<file path="src/rtl/v_hier_pkg.sv">
// Shared constants and the lane width/sign rule for the v_hier leaf pipeline.
// Lanes are handled at up to EXT_W bits wide.
package v_hier_pkg;

  localparam int DEF_WIDTH_OUT = 8;
  localparam int DEF_CNT_W     = 16;
  localparam int EXT_W         = 64;

  // Bits at or above width_in are padded with the lane MSB when
  // signed_mode=1, or with 0 otherwise. The caller takes the low bits it
  // needs, so a narrower output is simply a truncation.
  function automatic logic [EXT_W-1:0] ext_lane(input logic [EXT_W-1:0] val,
                                                input int width_in,
                                                input logic signed_mode);
    logic [EXT_W-1:0] r;
    logic [5:0]       msb_idx;
    logic             pad;
    msb_idx = 6'(width_in - 1);
    pad     = signed_mode & val[msb_idx];
    r       = '0;
    for (int i = 0; i < EXT_W; i++) begin
      r[i] = (i < width_in) ? val[i] : pad;
    end
    return r;
  endfunction

endpackage

</file>
<file path="src/rtl/v_hier_subsub_stage.sv">
// One elastic valid/data register slice.
// The slice accepts from upstream whenever it is empty or downstream is taking its beat.
module v_hier_subsub_stage
  import v_hier_pkg::*;
#(
  parameter int DATA_W = DEF_WIDTH_OUT
) (
  input  logic              clk,
  input  logic              reset,
  input  logic              up_valid,
  input  logic [DATA_W-1:0] up_data,
  input  logic              dn_ready,
  output logic              valid,
  output logic [DATA_W-1:0] data,
  output logic              rdy
);

  assign rdy = !valid | dn_ready;

  always_ff @(posedge clk or posedge reset) begin
    if (reset) begin
      valid <= 1'b0;
      data  <= '0;
    end else if (rdy) begin
      valid <= up_valid;
      if (up_valid) data <= up_data;
    end
  end

endmodule

</file>
<file path="src/rtl/v_hier_subsub_pipe.sv">
// Multi-lane elastic pipeline leaf: lanes are extended or truncated at the input and carried through DEPTH slices.
// The top level also reports stage occupancy and a saturating count of delivered beats.
module v_hier_subsub_pipe
  import v_hier_pkg::*;
#(
  parameter int IGNORED   = 0,
  parameter int WIDTH_IN  = 1,
  parameter int WIDTH_OUT = DEF_WIDTH_OUT,
  parameter int CHANNELS  = 2,
  parameter int DEPTH     = 2,
  parameter int CNT_W     = DEF_CNT_W
) (
  input  logic                          clk,
  input  logic                          reset,
  input  logic                          in_valid,
  output logic                          in_ready,
  input  logic [CHANNELS*WIDTH_IN-1:0]  a,
  input  logic                          signed_mode,
  output logic                          q_valid,
  input  logic                          q_ready,
  output logic [CHANNELS*WIDTH_OUT-1:0] q,
  output logic [$clog2(DEPTH+1)-1:0]    occupancy,
  output logic [CNT_W-1:0]              xfer_count
);

  localparam int DATA_W = CHANNELS * WIDTH_OUT;
  localparam int OCC_W  = $clog2(DEPTH + 1);

  // IGNORED only exists so that older parameter overrides still elaborate.
  if (IGNORED < 0) begin : g_ignored_param
  end

  function automatic logic [CNT_W-1:0] sat_inc(input logic [CNT_W-1:0] c);
    return (&c) ? c : c + 1'b1;
  endfunction

  logic [DATA_W-1:0] in_data_p0;
  logic [DEPTH:0]    v_chain;
  logic [DEPTH:0]    rdy_chain;
  logic [DATA_W-1:0] d_chain [DEPTH+1];
  logic [OCC_W-1:0]  occ_cnt;
  logic              out_xfer;

  // ---- input: per-lane width/sign adaptation ahead of stage 0 ----
  for (genvar k = 0; k < CHANNELS; k++) begin : g_lane
    assign in_data_p0[k*WIDTH_OUT +: WIDTH_OUT] =
      WIDTH_OUT'(ext_lane(EXT_W'(a[k*WIDTH_IN +: WIDTH_IN]), WIDTH_IN, signed_mode));
  end

  assign v_chain[0]       = in_valid;
  assign d_chain[0]       = in_data_p0;
  assign rdy_chain[DEPTH] = q_ready;
  assign in_ready         = rdy_chain[0];

  // ---- stages 0..DEPTH-1: slice i reads chain entry i and drives entry i+1 ----
  for (genvar i = 0; i < DEPTH; i++) begin : g_stage
    v_hier_subsub_stage #(
      .DATA_W(DATA_W)
    ) u_stage (
      .clk     (clk),
      .reset   (reset),
      .up_valid(v_chain[i]),
      .up_data (d_chain[i]),
      .dn_ready(rdy_chain[i+1]),
      .valid   (v_chain[i+1]),
      .data    (d_chain[i+1]),
      .rdy     (rdy_chain[i])
    );
  end

  // ---- output: registered last stage, occupancy and transfer count ----
  assign q_valid  = v_chain[DEPTH];
  assign q        = d_chain[DEPTH];
  assign out_xfer = q_valid & q_ready;

  always_comb begin
    occ_cnt = '0;
    for (int i = 1; i <= DEPTH; i++) begin
      occ_cnt = occ_cnt + OCC_W'(v_chain[i]);
    end
  end

  assign occupancy = occ_cnt;

  always_ff @(posedge clk or posedge reset) begin
    if (reset) begin
      xfer_count <= '0;
    end else if (out_xfer) begin
      xfer_count <= sat_inc(xfer_count);
    end
  end

endmodule

</file>
<file path="config.mk">
export PLATFORM = sky130hd
export DESIGN_NAME = v_hier_subsub_pipe
export DESIGN_NICKNAME = d
export VERILOG_FILES = /design/src/rtl/v_hier_pkg.sv /design/src/rtl/v_hier_subsub_stage.sv /design/src/rtl/v_hier_subsub_pipe.sv
export SDC_FILE = /design/constraint.sdc
export NUM_CORES = 1
export LEC_CHECK = 0
export CAP_MARGIN = 5
export CORE_UTILIZATION = 49
export DETAILED_ROUTE_END_ITERATION = 8
export PLACE_DENSITY_LB_ADDON = 0.1
export SYNTH_ARGS = -nofsm -noshare
export SYNTH_HDL_FRONTEND = slang
export SYNTH_SLANG_ARGS = --single-unit
</file>
<file path="constraint.sdc">
create_clock -name clk -period 2.91 [get_ports clk]
set_input_delay 0.4365 -clock clk [delete_from_list [all_inputs] [get_ports clk]]
set_output_delay 0.4365 -clock clk [all_outputs]
set_load 0.02 [all_outputs]
</file>
======== Yosys cells after proc, flatten, opt, wreduce, memory -nomap -nowiden ========
Cells that the tools add are included.
storage, ports and cells
  flip-flop bits (word level) ............. 38
  bits in latches ......................... 0
  bits in writable memories ............... 0
  ROM bits ................................ 0
  input port bits ......................... 7
  output and inout bits ................... 36
  word-level logic and storage cells ...... 19
  memories ................................ 0
operators by class
  add/subtract/negate cells ............... 2
  multipliers ............................. 0
  divide/modulo/power cells ............... 0
  $lt $le $gt $ge ......................... 0
  equality and inequality tests ........... 0
  shifts and indexed selects .............. 0
  mux-type cells .......................... 0
  bitwise gates (word level) .............. 6
  reductions and logical operators ........ 6
operators by type and width
  operator                                       count
  adder 16 x 1 -> 16 bit, second input constant  1
  AND reduction 16 bit                           1
  AND reduction 2 bit                            3
  bitwise AND 1 bit                              3
  adder 1 x 1 -> 2 bit                           1
  zero test 1 bit                                2
  OR 1 bit                                       2
  NOT 1 bit                                      1

======== Logic depth before layout (Yosys ltp) ========
  depth in word-level cells ............... 4
  depth in mapped cells ................... 5
  gate-level depth less buffers ........... 5

======== Cells and area by module ========
From an unflattened synthesis, not the netlist that was laid out.
unflattened totals
  cells, all modules ...................... 152
  area, all modules ....................... 2,225.9 µm²
modules (own cells, without submodules)
  module               instances  cells an instance  area an instance (µm²)  sequential area each (µm²)
  v_hier_subsub_stage  2          38                 699.4                   425.4
  v_hier_subsub_pipe   1          76                 827.0                   400.4

======== Worst setup path before layout ========
Ideal clock, no wire load.
  kind .................................... register to register
  start point ............................. register xfer_count[0]
  end point ............................... register xfer_count[1]
  setup time .............................. 125 ps
  arrival time ............................ 1,660 ps
  required time ........................... 2,785 ps
  slack ................................... 1,125 ps
  cell stages (with the launch flop) ...... 6
  buffers on the path ..................... 0
  period minus slack after synthesis ...... 1,785 ps
  cells stage by stage .................... dfrtp_1 > ha_1 > nand3_1 > nor4_4 > nor2_2 > mux2_4
on the way
  cells in the longest elaborated chain, start to end .. 3
  elaborated cells on any way between the ends .. 4
  classes of those cells .................. add/sub: 1; bitwise: 1; reduce/logical: 2
RTL lines
  what                                                                            RTL line                  text
  start, declared                                                                 v_hier_subsub_pipe.sv:23  output logic [CNT_W-1:0] xfer_count
  start signal, assigned                                                          v_hier_subsub_pipe.sv:89  xfer_count <= sat_inc(xfer_count);
  parallel branches: the longest is 3 deep, another holds adder 16 x 1 -> 16 bit  --
Parallel ways; which one is timed is not known.
A chain may end at the register's enable or synchronous reset.

======== Worst setup path after layout ========
  start point ............................. input port q_ready
  end point ............................... output port in_ready
on the way
  cells in the longest elaborated chain, start to end .. 2
RTL lines
  what                    RTL line                   text
  start, declared         v_hier_subsub_pipe.sv:20   input logic q_ready,
  OR 1 bit (2 in series)  v_hier_subsub_stage.sv:18  assign rdy = !valid | dn_ready;
  end, declared           v_hier_subsub_pipe.sv:16   output logic in_ready,
No other way between the ends.

==> flow_metrics.env <==
export IMPL_htree_num_levels=1
export IMPL_globalplace_congestion=0.815
export IMPL_cts_buffers=3
export IMPL_syn2layout_area_growth_pct=27.4
export IMPL_tns_ns=0
export IMPL_total_power_mw=1.11
export IMPL_start_util=0.530
export IMPL_ir_drop_v=0.000626
export IMPL_nFillCells=207
export IMPL_fp_dieArea_um2=2940
export IMPL_grt_max_degree=27
export IMPL_insertion_delay_ns=0.32
export IMPL_final_cells=176
export IMPL_multi_input_area_um2=556
export IMPL_clockBufferDepth=2
export IMPL_maxCapViolCount=0
export IMPL_power_density_nw_per_um2=654
export IMPL_cts_resized=0
export IMPL_core_area_um2=2520
export IMPL_dp_cells=172
export IMPL_seqCellArea_um2=651
export IMPL_fmax_mhz=461
export IMPL_hpwl_mm=1.85
export IMPL_drtIter0Drc=4
export IMPL_drc=0
export IMPL_ioPinCount=43
export IMPL_drtPass1Iterations=4
export IMPL_final_nets=156
export IMPL_wirelength_mm=2.47
export IMPL_slew_violations=0
export IMPL_yosysSeqAreaShare=0.486
export IMPL_cp_arrival_ns=1.73
export IMPL_rsz0062_at_grt="false"
export IMPL_hold_buffers=0
export IMPL_finalHoldViolations=0
export IMPL_status="finished clean"
export IMPL_min_period_ns=2.17
export IMPL_ys_types=25
export IMPL_hold_class="register to register"
export IMPL_antenna_cells=0
export IMPL_viasPerCell=5.34
export IMPL_grt_pass1_wl_mm=3.93
export IMPL_grt_ovfl_total=0
export IMPL_clock_skew_ns=0.00169
export IMPL_cts_sinks=26
export IMPL_synth_avg_cell_area_um2=11.4
export IMPL_io_buffers=42
export IMPL_start_kind="primary input"
export IMPL_drtAntennaViolNets=0
export IMPL_antenna_found_initial=0
export IMPL_vias=939
export IMPL_grt_pass1_vias=876
export IMPL_wire_per_inst_um=14.0
export IMPL_synth_seq_cells=26
export IMPL_final_common_cell="clkdlybuf4s50_1"
export IMPL_fp_dieW_um=54.2
export IMPL_slew_headroom=0.367
export IMPL_setup_viol=0
export IMPL_final_cell_mix="clkdlybuf4s50_1 (42), dfrtp_1 (26), nand2_1 (12)"
export IMPL_rows=18
export IMPL_grt_usage=0.189
export IMPL_path_class="primary input to output pin"
export IMPL_clk_pin_slew_ns=0.13
export IMPL_fin_crit_sh=0.745
export IMPL_cts_tree="done"
export IMPL_ys_warn_count=0
export IMPL_leakagePower_nw=0.767
export IMPL_synth_cells=117
export IMPL_syn_num_nets=126
export IMPL_die_h_um=54.2
export IMPL_cts_setup_buffers=0
export IMPL_cp_max_fo=4
export IMPL_clock_root_buffer="clkbuf_4"
export IMPL_drive_above_1_share=0.116
export IMPL_required_ns=2.47
export IMPL_worstMarginPinSlew_ns=0.949
export IMPL_final_util=0.676
export IMPL_netlist_area_um2=1340
export IMPL_cp_end_kind="output pin"
==> through the flow <==
stage	instance area, µm²	hold WS, ns	setup slack [ns]
global placement	1670	0.473	0.762
CTS	1700	0.521	0.751
floorplan	1340	0.446	1.12
detailed placement	1670	0.489	0.750
global route	1700	0.540	0.666
finish	1700	0.516	0.741
==> power by group <==
part           switching [mW]  total (mW)  internal, mW  leakage [nW]
registers              0.0776       0.503         0.425         0.333
logic                   0.209       0.430         0.221         0.413
clock network           0.105       0.182        0.0765        0.0210
total                   0.391        1.11         0.723         0.767
==> cells in the mapped netlist, drive strengths merged <==
| cell | number | area share |
|---|---|---|
| ha | 2 | 0.019 |
| nor4 | 3 | 0.025 |
| and4 | 5 | 0.034 |
| buf | 17 | 0.095 |
| nand4 | 5 | 0.033 |
| and3 | 1 | 0.0047 |
| nor3 | 7 | 0.026 |
| nand3b | 1 | 0.0056 |
| nand2 | 12 | 0.034 |
| nand3 | 5 | 0.019 |
| a2111oi | 1 | 0.021 |
| dfrtp | 26 | 0.49 |
| nor2 | 2 | 0.0075 |
| xor2 | 11 | 0.072 |
| mux2 | 7 | 0.062 |
| nor3b | 1 | 0.0056 |
| xnor2 | 3 | 0.020 |
| inv | 1 | 0.0028 |
| nand2b | 3 | 0.014 |
| o21ai | 4 | 0.015 |
==> cell families after synthesis <==
group	count (synthesis)	share of synthesized area
buffers and inverters	18	0.0982
adder cells (fa/ha/maj)	2	0.0187
AO/OA/AOI/OAI	5	0.0356
multiplexers	7	0.0617
AND/OR/NAND/NOR	45	0.208
flip-flops	26	0.486
XOR/XNOR	14	0.0917
==> critical path: stages <==
cell and delay (ns):
clkdlybuf4s50_1 0.50, nand3b_1 0.17, clkdlybuf4s50_1 0.62
==> layout make-up <==
type	instances	area share
inverter	1	0.00220
sequential	26	0.382
timing repair buffer	42	0.247
tap	30	0.0220
multi-input combinational	73	0.326
clock buffer	4	0.0213
==> metal layers <==
metal  global-route usage  share of wire  vias to the layer above
li1                     -              -                      457
met1                0.248           0.46                      449
met2                0.303           0.47                       27
met3               0.0278          0.043                        6
met4               0.0940          0.021                        0
met5                    0              0                        -
==> registers in the layout, indices dropped and copies added (netlist names) <==
| signal | count |
|---|---|
| g_stage.u_stage.valid | 2 |
| g_stage.u_stage.data | 8 |
| xfer_count | 16 |
==> final timing paths <==
path | start | to | slack [ns] | depth (start not counted)
min | g_stage[0].u_stage.data[9] | g_stage[0].u_stage.data[9] | 0.52 | 2
min reg2reg | g_stage[0].u_stage.data[9] | g_stage[0].u_stage.data[9] | 0.52 | 2
min in group asynchronous | reset | xfer_count[15] | 0.62 | 2
max reg2reg | xfer_count[0] | xfer_count[1] | 1.01 | 5
max in group asynchronous | reset | xfer_count[10] | 1.72 | 2
max | q_ready | in_ready | 0.74 | 3
No activity file was read; power rests on OpenSTA's default activity.
